`config.mk`:
```
export PLATFORM = sky130hd
export DESIGN_NAME = stdp_synapse_array
export DESIGN_NICKNAME = d
export VERILOG_FILES = /design/src/rtl/snn_syn_pkg.sv /design/src/rtl/syn_trace.sv /design/src/rtl/stdp_synapse_array.sv
export SDC_FILE = /design/constraint.sdc
export NUM_CORES = 1
export LEC_CHECK = 0
export ABC_AREA = 1
export BUFFER_PORTS_ARGS = -buffer_cell sky130_fd_sc_hd__buf_2
export CAP_MARGIN = 40
export CORE_ASPECT_RATIO = 1.75
export CORE_MARGIN = 5
export CORE_UTILIZATION = 25
export CTS_CLUSTER_DIAMETER = 200
export DETAILED_ROUTE_END_ITERATION = 16
export GPL_TIMING_DRIVEN = 0
export PLACE_DENSITY_LB_ADDON = 0.05
export SLEW_MARGIN = 5
export SYNTH_ARGS = -nofsm -noshare
export SYNTH_HDL_FRONTEND = slang
export SYNTH_SLANG_ARGS = --single-unit
```
`constraint.sdc`:
```
create_clock -name clk -period 6.6 [get_ports clk]
set_input_delay 1.32 -clock clk [delete_from_list [all_inputs] [get_ports clk]]
set_output_delay 1.32 -clock clk [all_outputs]
set_load 0.01 [all_outputs]
```
`src/rtl/snn_syn_pkg.sv`:
```
// Shared constants and types for the STDP synapse layer.
package snn_syn_pkg;

    localparam int unsigned N_SYN    = 25;
    localparam int unsigned W_BITS   = 4;
    localparam int unsigned W_INIT   = 8;
    localparam int unsigned W_MID    = 8;
    localparam int unsigned WIN      = 15;
    localparam int unsigned T_BITS   = 4;
    localparam int unsigned IDX_BITS = $clog2(N_SYN);
    localparam int unsigned W_MAX    = (1 << W_BITS) - 1;

    typedef logic [W_BITS-1:0] weight_t;

    typedef enum logic {
        StIdle,
        StScan
    } scan_state_e;

endpackage

```
`src/rtl/syn_trace.sv`:
```
// Loadable saturating down-counter: load sets it to LoadVal, otherwise it counts down to 0.
module syn_trace #(
    parameter int unsigned Width   = 4,
    parameter int unsigned LoadVal = 15
) (
    input  logic             clk,
    input  logic             rst_n,
    input  logic             load_i,
    output logic [Width-1:0] count_o
);

    logic [Width-1:0] count_d, count_q;

    // Next count: reload on load, otherwise decrement and stick at zero.
    always_comb begin
        count_d = count_q;
        if (load_i) begin
            count_d = Width'(LoadVal);
        end else if (count_q != '0) begin
            count_d = count_q - Width'(1);
        end
    end

    // Counter register.
    always_ff @(posedge clk or negedge rst_n) begin
        if (!rst_n) begin
            count_q <= '0;
        end else begin
            count_q <= count_d;
        end
    end

    assign count_o = count_q;

endmodule

```
`src/rtl/stdp_synapse_array.sv`:
```
// 25-input synapse layer with pair-based STDP: sequential potentiation scan on post,
// parallel depression on pre-spikes that arrive inside the post window.
module stdp_synapse_array
    import snn_syn_pkg::*;
(
    input  logic                     clk,
    input  logic                     rst_n,
    input  logic                     learn_i,
    input  logic [N_SYN-1:0]         pre_spike_i,
    input  logic                     post_i,
    output logic [N_SYN-1:0]         weight_up_o,
    output logic [N_SYN-1:0]         weight_down_o,
    output logic [N_SYN*W_BITS-1:0]  weights_o,
    output logic                     scan_busy_o
);

    logic [T_BITS-1:0]   pre_trace [N_SYN];
    logic [T_BITS-1:0]   post_trace;
    logic [N_SYN-1:0]    pre_live;
    logic                post_live;
    logic                post_q;
    logic                post_rise;

    scan_state_e         state_d, state_q;
    logic [IDX_BITS-1:0] idx_d, idx_q;
    logic [N_SYN-1:0]    pend_d, pend_q;
    logic [N_SYN-1:0]    inc_vec;
    logic [N_SYN-1:0]    dec_vec;

    weight_t             w_d [N_SYN];
    weight_t             w_q [N_SYN];
    logic [N_SYN-1:0]    up_d, up_q;
    logic [N_SYN-1:0]    down_d, down_q;

    // A post level held for several cycles is one event.
    assign post_rise = post_i & ~post_q;
    assign post_live = (post_trace != '0);

    for (genvar g = 0; g < N_SYN; g++) begin : g_pre_trace
        syn_trace #(
            .Width   (T_BITS),
            .LoadVal (WIN)
        ) u_pre_trace (
            .clk     (clk),
            .rst_n   (rst_n),
            .load_i  (pre_spike_i[g]),
            .count_o (pre_trace[g])
        );
        assign pre_live[g] = (pre_trace[g] != '0);
    end

    syn_trace #(
        .Width   (T_BITS),
        .LoadVal (WIN)
    ) u_post_trace (
        .clk     (clk),
        .rst_n   (rst_n),
        .load_i  (post_rise),
        .count_o (post_trace)
    );

    // Scan FSM: snapshot live pre traces on post rise, then walk one synapse per cycle.
    always_comb begin
        state_d = state_q;
        idx_d   = idx_q;
        pend_d  = pend_q;
        inc_vec = '0;
        unique case (state_q)
            StIdle: begin
                if (post_rise && learn_i) begin
                    state_d = StScan;
                    idx_d   = '0;
                    // Old trace value, so a pre-spike coinciding with post never self-pairs.
                    pend_d  = pre_live;
                end
            end
            StScan: begin
                if (!learn_i) begin
                    state_d = StIdle;
                end else begin
                    for (int i = 0; i < N_SYN; i++) begin
                        inc_vec[i] = pend_q[i] && (idx_q == IDX_BITS'(i));
                    end
                    idx_d = idx_q + IDX_BITS'(1);
                    if (idx_q == IDX_BITS'(N_SYN - 1)) begin
                        state_d = StIdle;
                    end
                end
            end
            default: state_d = StIdle;
        endcase
    end

    // Weight update: saturating inc/dec, simultaneous inc and dec cancel.
    always_comb begin
        for (int i = 0; i < N_SYN; i++) begin
            dec_vec[i] = learn_i && pre_spike_i[i] && post_live;
            w_d[i]     = w_q[i];
            if (inc_vec[i] && !dec_vec[i]) begin
                if (w_q[i] != weight_t'(W_MAX)) begin
                    w_d[i] = w_q[i] + weight_t'(1);
                end
            end else if (dec_vec[i] && !inc_vec[i]) begin
                if (w_q[i] != '0) begin
                    w_d[i] = w_q[i] - weight_t'(1);
                end
            end
        end
    end

    // Drive decode from the weight held before this cycle's update.
    always_comb begin
        up_d   = '0;
        down_d = '0;
        for (int i = 0; i < N_SYN; i++) begin
            up_d[i]   = pre_spike_i[i] && (w_q[i] > weight_t'(W_MID));
            down_d[i] = pre_spike_i[i] && (w_q[i] < weight_t'(W_MID));
        end
    end

    // State, weights and drive registers.
    always_ff @(posedge clk or negedge rst_n) begin
        if (!rst_n) begin
            state_q <= StIdle;
            idx_q   <= '0;
            pend_q  <= '0;
            post_q  <= 1'b0;
            up_q    <= '0;
            down_q  <= '0;
            for (int i = 0; i < N_SYN; i++) begin
                w_q[i] <= weight_t'(W_INIT);
            end
        end else begin
            state_q <= state_d;
            idx_q   <= idx_d;
            pend_q  <= pend_d;
            post_q  <= post_i;
            up_q    <= up_d;
            down_q  <= down_d;
            for (int i = 0; i < N_SYN; i++) begin
                w_q[i] <= w_d[i];
            end
        end
    end

    // Flatten weights onto the output bus.
    always_comb begin
        weights_o = '0;
        for (int i = 0; i < N_SYN; i++) begin
            weights_o[i*W_BITS +: W_BITS] = w_q[i];
        end
    end

    assign weight_up_o   = up_q;
    assign weight_down_o = down_q;
    assign scan_busy_o   = (state_q == StScan);

endmodule

```
==> results of run 1 <==
==> metal layers <==
metal	share of wire [%]	routed length, um
met1	42	18700
met2	52	23000
met3	3.7	1640
met4	2.9	1300
met5	0	0
==> path summary, 6_finish.rpt <==
path,start,end,cells past startpoint
setup reg to reg,idx_q[0],weights_o[27],13
max in group asynchronous,rst_n,weights_o[14],3
hold reg to reg,pend_q[1],pend_q[1],2
setup / recovery,learn_i,weights_o[27],14
min in group asynchronous,rst_n,weight_up_o[15],1
hold / removal,pend_q[1],pend_q[1],2
==> logic make-up (layout without fill, tap and decap cells) <==
group                    after synthesis  count (layout)
AO/OA/AOI/OAI                        180             180
buffers and inverters                311             556
AND/OR/NAND/NOR                     1013            1013
flip-flops                           286             286
XOR/XNOR                              80              80
adder cells (fa/ha/maj)              157             157
==> power by group through the flow <==
stage	clock (mW)	sequential (mW)	combinational, mW
6_report	2.07	2.92	2.58
5_1_grt	2.25	3.03	3.03
4_1_cts	2.21	2.94	2.65
3_5_place_dp	0	2.97	2.63
3_3_place_gp	0	2.97	2.60
2_1_floorplan	0	2.96	1.64
==> placed cells by master (no fill, tap or decap), drive strengths merged, types with 6 or more instances in the layout <==
master / count
nor3: 16
nand3b: 6
dfstp: 25
nand2: 660
xnor2: 33
ha: 132
clkbuf: 55
nor3b: 13
a21oi: 62
fa: 25
o21ai: 60
o211ai: 52
xor2: 47
nand3: 182
dfrtp: 261
inv: 303
nor2: 128
nand4: 7
buf: 190
==> metrics by stage <==
step	worst slack (ps)	util [%]	instances	setup TNS, ps	cell area (um^2)
4_1_cts	3400	30.2	3154	0	19800
2_1_floorplan	3680	-	2027	0	16500
3_3_place_gp	-2300	28.3	3088	-590330	18500
5_1_grt	3210	30.2	3154	0	19800
6_report	3430	30.2	3154	0	19800
3_5_place_dp	2800	28.4	3091	0	18600
==> worst max-delay path: stages <==
cell and delay, ps:
buf_2 130, nand2_4 100, inv_2 190, nand2_4 150, nor3b_1 490, ha_1 330, inv_1 110, ha_1 330
a21oi_1 200, nand2_1 70, nand2_1 70, nand2_1 50, nand2_1 50, nand2_1 50
==> sequential cells by signal, indices dropped and copies added, names as in the netlist <==
signal                           cells
g_pre_trace.u_pre_trace.count_o    100
idx_q                                5
pend_q                              25
post_q                               1
scan_busy_o                          1
u_post_trace.count_o                 4
weight_down_o                       25
weight_up_o                         25
weights_o                          100
==> final cells by class <==
class,instances,area share (%)
Timing Repair Buffer,182,4.99
Buffer,8,0.366
Inverter,303,5.74
Clock inverter,8,0.581
Tap cell,882,5.57
Sequential cell,286,36.3
Clock buffer,55,5.52
Multi-Input combinational cell,1430,40.9
==> impl_results.rst, run 1 <==
.. list-table::
   :header-rows: 1

   * - Metric
     - Value
   * - Outcome
     - finished clean
   * - Arrival @ worst endpoint
     - 3640 ps
   * - PostCTS Resize Cnt
     - 0
   * - Largest area contributor in the synthesized netlist
     - dfrtp_1
   * - Number of antenna violations at the first check in global routing
     - 0
   * - # port buffers
     - 179
   * - Buffers from clock root to sink, at most
     - 3
   * - Portion of netlist area occupied by mux cells
     - 0%
   * - Global routing met1 resource utilization
     - 14.7%
   * - Setup repair after global routing missed its margin
     - no
   * - Upper clock frequency limit
     - 0.316 GHz
   * - Worst Hold Slack
     - 475 ps
   * - Post-Synthesis Cells
     - 2027
   * - Share of post-route cells with drive strength above 1
     - 12.7%
   * - Post-CTS setup-driven buffer insertion count
     - 0
   * - Per-instance average area after synthesis
     - 8.14 um^2
   * - Startpoint type of the worst setup path
     - input pin
   * - Total number of vias
     - 13460
   * - Post-synth top area share
     - 39.6%
   * - Internal Power
     - 4.59 mW
   * - Total power density per cell area
     - 382 nW/um^2
   * - Count of routing violations after the opening detailed-route iteration
     - 364
   * - Wirelength, routed
     - 44600 um
   * - Relative max-transition margin
     - 61.8%
   * - Worst clock skew on the final layout
     - 19.4 ps
   * - Count of hold-fix buffers inserted at cts
     - 0
   * - Die Footprint
     - 71500 um^2
   * - Root buffer cell
     - clkbuf_16
   * - Number of hold violations in the final report
     - 0
   * - Routing layer with the top usage in global route
     - met2
   * - Diode count
     - 0
   * - Fraction of power consumed by combinational cells
     - 34.1%
   * - Net count of the mapped netlist
     - 2213
   * - Final total power
     - 7.57 mW
   * - Clock period minus worst slack
     - 3170 ps
   * - Main combinational cell family by area after synthesis
     - simple AND/OR/NAND/NOR gates
   * - Number of nets in the layout
     - 2432
   * - TritonCTS clock tree
     - done
   * - Period utilisation layout
     - 48.0%
   * - Share of power burned in the clock network
     - 27.4%
   * - Part of the Yosys area used for sequential elements
     - 43.6%
   * - Post-Synth Adder-Cell Area
     - 13.0%
   * - First-pass GRT wire length
     - 73100 um
   * - Number of core rows
     - 124
   * - Post-route DRC
     - 0
   * - Required time of the worst setup path
     - 7080 ps
   * - Antenna violation net count after detailed routing
     - 0
   * - Clock sinks
     - 286
   * - Number of register bits inferred by synthesis
     - 286
   * - Post-synthesis to final-layout area growth
     - 20.0%
   * - Clock latency reported for the late side of the worst-skew pair
     - 550 ps
   * - IR drop worst, VDD
     - 168 uV
   * - Fraction of registers with async set or reset after synthesis
     - 100%
   * - Sequential cell area
     - 7190 um^2
   * - Area share of and/or/nand/nor cells after synthesis
     - 25.3%
   * - Area of the placeable core
     - 65500 um^2
   * - Final weighted congestion of routability-driven global placement
     - 0.766
   * - Yosys warnings
     - 0
   * - Leftover overflow at the end of global routing
     - 0
   * - Depth of the CTS H-tree
     - 2
   * - Most repeated cell in the gate-level netlist after synthesis
     - nand2_1
   * - Complex-gate fraction of the synthesized area
     - 6.54%
   * - Mean number of vias per cell
     - 4.27
   * - Switching Share
     - 39.3%
   * - Worst Setup Path Type
     - in2reg
   * - Number of global-route vias before repair
     - 13888
   * - Max-slew violations
     - 0
   * - Leakage power total
     - 10.6 nW
   * - Fill cell count
     - 7117
   * - Power share of the sequential group
     - 38.5%
   * - Routed wire length per instance
     - 14.1 um
   * - Initial core utilization
     - 25.2%
   * - Maximum number of pins on one net before global-route repair
     - 91
   * - Boundary pin count
     - 180
   * - Transition time at the pin with the least slew margin
     - 572 ps
   * - Most instantiated flip-flop cell in the synthesis netlist
     - dfrtp_1
   * - Top cells by instance count after synthesis
     - nand2_1 (657), inv_1 (300), dfrtp_1 (261), nand3_1 (181), ha_1 (132)
   * - Parity-gate share of the synthesized area counting xor and xnor cells
     - 4.25%
   * - Top area cells in the synthesized netlist
     - dfrtp_1 (40%), nand2_1 (15%), ha_1 (10%)
   * - Min-delay worst type
     - reg2reg
   * - Area of combinational cells with multiple inputs
     - 8110 um^2
   * - Die Ht
     - 350 um
   * - Worst-path clk slew
     - 60 ps
   * - Met3 track demand over resource in global routing
     - 2.27%
   * - Count of final setup violators
     - 0
   * - DR pass1 iterations
     - 5
   * - Netlist area before placement
     - 16500 um^2
   * - Reg-to-reg slack, setup
     - 3710 ps
   * - Met2 capacity usage during global routing
     - 23.4%
   * - Total CTS buffers
     - 35
   * - Maxcap violations
     - 0
   * - Type of destination of the critical path
     - register
   * - Global Route Usage Sum
     - 12.7%
   * - Reported net switching power
     - 2.97 mW
   * - Cell variety after synth
     - 31
   * - Maximum fanout along the worst path
     - 9
   * - Chip width
     - 204 um
   * - DP Wirelength
     - 32800 um
   * - EDFF count, synth
     - 0
(Power assumes the default switching activity.)
==> run 2, diff against run 1 <==
==> constraint.sdc (replaced) <==
create_clock -name clk -period 3.1 [get_ports clk]
set_input_delay 0.62 -clock clk [delete_from_list [all_inputs] [get_ports clk]]
set_output_delay 0.62 -clock clk [all_outputs]
set_load 0.01 [all_outputs]
==> run 2 against run 1 <==
Against the previous run: final area grew 0.10%; highest routed layer unchanged; sequential share of layout area barely moved; worst setup slack got worse by 3200 ps; critical path depth shrank 1; first-iteration DRC count fell by 3.8%.
==> impl_results.rst, run 2 (synthesis results as in run 1) <==
.. list-table::
   :header-rows: 1

   * - Metric
     - Value
   * - First-pass GRT wire length
     - 73100 um (about the same)
   * - Worst flop-to-flop path startpoint
     - idx_q[0]
   * - Arrival @ worst endpoint
     - 3350 ps (-290 ps)
   * - Count of routing violations after the opening detailed-route iteration
     - 350 (-3.8%)
   * - Highest-count cells in the layout ignoring fill and taps
     - nand2_1 (657), inv_1 (300), dfrtp_1 (261)
   * - TritonCTS clock tree
     - done
   * - Total CTS buffers
     - 35 (unchanged)
   * - DP Wirelength
     - 32800 um (unchanged)
   * - Placed Instances
     - 3091 (unchanged)
   * - Buffers from clock root to sink, at most
     - 3 (unchanged)
   * - Worst clock skew on the final layout
     - 19.3 ps (-0.0976 ps)
   * - Worst-path clk slew
     - 60 ps (about the same)
   * - Min-delay worst type
     - in2reg
   * - Clock period minus worst slack
     - 2880 ps
   * - Depth of the CTS H-tree
     - 2 (unchanged)
   * - Boundary pin count
     - 180 (unchanged)
   * - Max-slew violations
     - 0 (unchanged)
   * - Crit-path slowest cell
     - nor3b_1
   * - Chip width
     - 204 um (unchanged)
   * - Initial core utilization
     - 25.2% (unchanged)
   * - Final weighted congestion of routability-driven global placement
     - 0.766 (unchanged)
   * - Relative max-transition margin
     - 61.8% (about the same)
   * - Antenna violation net count after detailed routing
     - 0 (unchanged)
   * - Worst setup timing slack at the placement stage
     - -4.64 ps (-2800 ps)
   * - Layout Cells excl Fill
     - 3155 (+0.032%)
   * - Maximum number of pins on one net before global-route repair
     - 91 (unchanged)
   * - Upper clock frequency limit
     - 0.348 GHz
   * - Outcome
     - finished clean
   * - Leakage power total
     - 10.6 nW (about the same)
   * - Maxcap violations
     - 0 (unchanged)
   * - Utilization after layout
     - 30.3% (+0.030 points)
   * - Number of global-route vias before repair
     - 13900 (+0.086%)
   * - Share of post-route cells with drive strength above 1
     - 12.8% (+0.082 points)
   * - Clock latency reported for the late side of the worst-skew pair
     - 550 ps (about the same)
   * - Period utilisation layout
     - 92.8%
   * - Diode count
     - 0 (unchanged)
   * - Post-synthesis to final-layout area growth
     - 20.1%
   * - Startpoint type of the worst setup path
     - register
   * - Type of destination of the critical path
     - register
   * - # port buffers
     - 179 (unchanged)
   * - Wirelength, routed
     - 44600 um (about the same)
   * - Routed wire length per instance
     - 14.1 um (about the same)
   * - Post-route DRC
     - 0 (unchanged)
   * - Number of nets in the layout
     - 2433 (+0.041%)
   * - Die Ht
     - 350 um (unchanged)
   * - Number of antenna violations at the first check in global routing
     - 0 (unchanged)
   * - Top cell by count, worst path
     - nand2_1
   * - Slack of the critical path
     - 224 ps (-3210 ps)
   * - Clock sinks
     - 286 (unchanged)
   * - Root buffer cell
     - clkbuf_16
   * - Worst Setup Path Type
     - reg2reg
   * - Placement Cell Area
     - 18600 um^2 (unchanged)
   * - Total power density per cell area
     - 813 nW/um^2 (+110%)
   * - Setup repair after global routing missed its margin
     - yes
   * - DR pass1 iterations
     - 5 (unchanged)
   * - IR drop worst, VDD
     - 359 uV (+110%)
   * - Area of the placeable core
     - 65500 um^2 (unchanged)
   * - CP Launch Point
     - idx_q[0]
   * - Transition time at the pin with the least slew margin
     - 573 ps (+0.475 ps)
   * - Summed negative setup slack over all endpoints
     - 0 ps (unchanged)
   * - Count of final setup violators
     - 0 (unchanged)
   * - Hold Crit Start
     - post_i
   * - Leftover overflow at the end of global routing
     - 0 (unchanged)
   * - Number of core rows
     - 124 (unchanged)
   * - Global Route Usage Sum
     - 12.7% (about the same)
   * - Number of hold violations in the final report
     - 0 (unchanged)
   * - Mean number of vias per cell
     - 4.27 (about the same)
   * - Required time of the worst setup path
     - 3580 ps (-3500 ps)
   * - Total number of vias
     - 13475 (+0.11%)
   * - Fin area
     - 19800 um^2 (+0.10%)
   * - Largest stage delay, worst path
     - 540 ps (+50 ps)
   * - Die Footprint
     - 71500 um^2 (unchanged)
   * - Leading cell type in the layout, fill and taps excluded
     - nand2_1
   * - Maximum fanout along the worst path
     - 4 (-5)
   * - Cells along the critical path
     - inv_1 > ha_1 > nand3_1 > nor3b_1 > ha_1 > inv_1 > ha_1 > a21oi_1 > nand2_1 > nand2_1 > nand2_1 > nand2_1 > nand2_1
## run 2: cell type report
cell class | instances | area [um^2]
plain buffers | 8 | 72.6
clock buffers | 55 | 1090
repair buffers | 183 | 998
well taps | 882 | 1100
inverters | 303 | 1140
flip-flops and latches | 286 | 7190
fillers | 7113 | 45600
multi-input cells | 1430 | 8120
clock inverters | 8 | 115
## run 2: per-layer routing
layer	track usage, %	wire (um)	vias to the layer above
li1	-	-	6877
met1	14.7	18700	6339
met2	23.4	23000	200
met3	2.27	1660	59
met4	4.13	1300	0
met5	0	0	-
## run 2: power breakdown
group,switching [mW],internal [mW],total (mW),leakage [nW]
registers,1.40,4.80,6.21,3.22
clock network,1.74,2.67,4.41,0.599
logic,3.19,2.31,5.49,6.74
total,6.33,9.78,16.1,10.6
## run 2: stage by stage
step	power, mW	hold WS (ps)
finish	16.1	236
global placement	11.9	459
detailed placement	11.9	461
floorplan	9.78	324
CTS	16.6	180
global route	17.7	205
## run 2: final timing paths
check,end,cells after the start,slack [ps]
worst max-delay path,weights_o[83],13,220
worst min-delay path,post_q,1,240
worst max register to register,weights_o[83],13,220
worst min register to register,pend_q[1],2,470
max in group asynchronous,weights_o[14],4,1330
min in group asynchronous,weight_up_o[15],2,540
## run 2: critical path, delay by kind of cell (launching register included)
family,cells,cell delay (ps)
compound gates,1,210
simple gates,7,1080
fa+ha+maj,3,860
buf+inv,2,230
flops,1,420
## run 2: what timing repair did
| action | in CTS | in global routing |
|---|---|---|
| gates resized for setup | 0 | 2 |
| setup buffers | 0 | 0 |
| endpoints found under the hold margin | 28 | 0 |
| hold buffers | 1 | 0 |
| setup endpoints to repair | 0 | 12 |
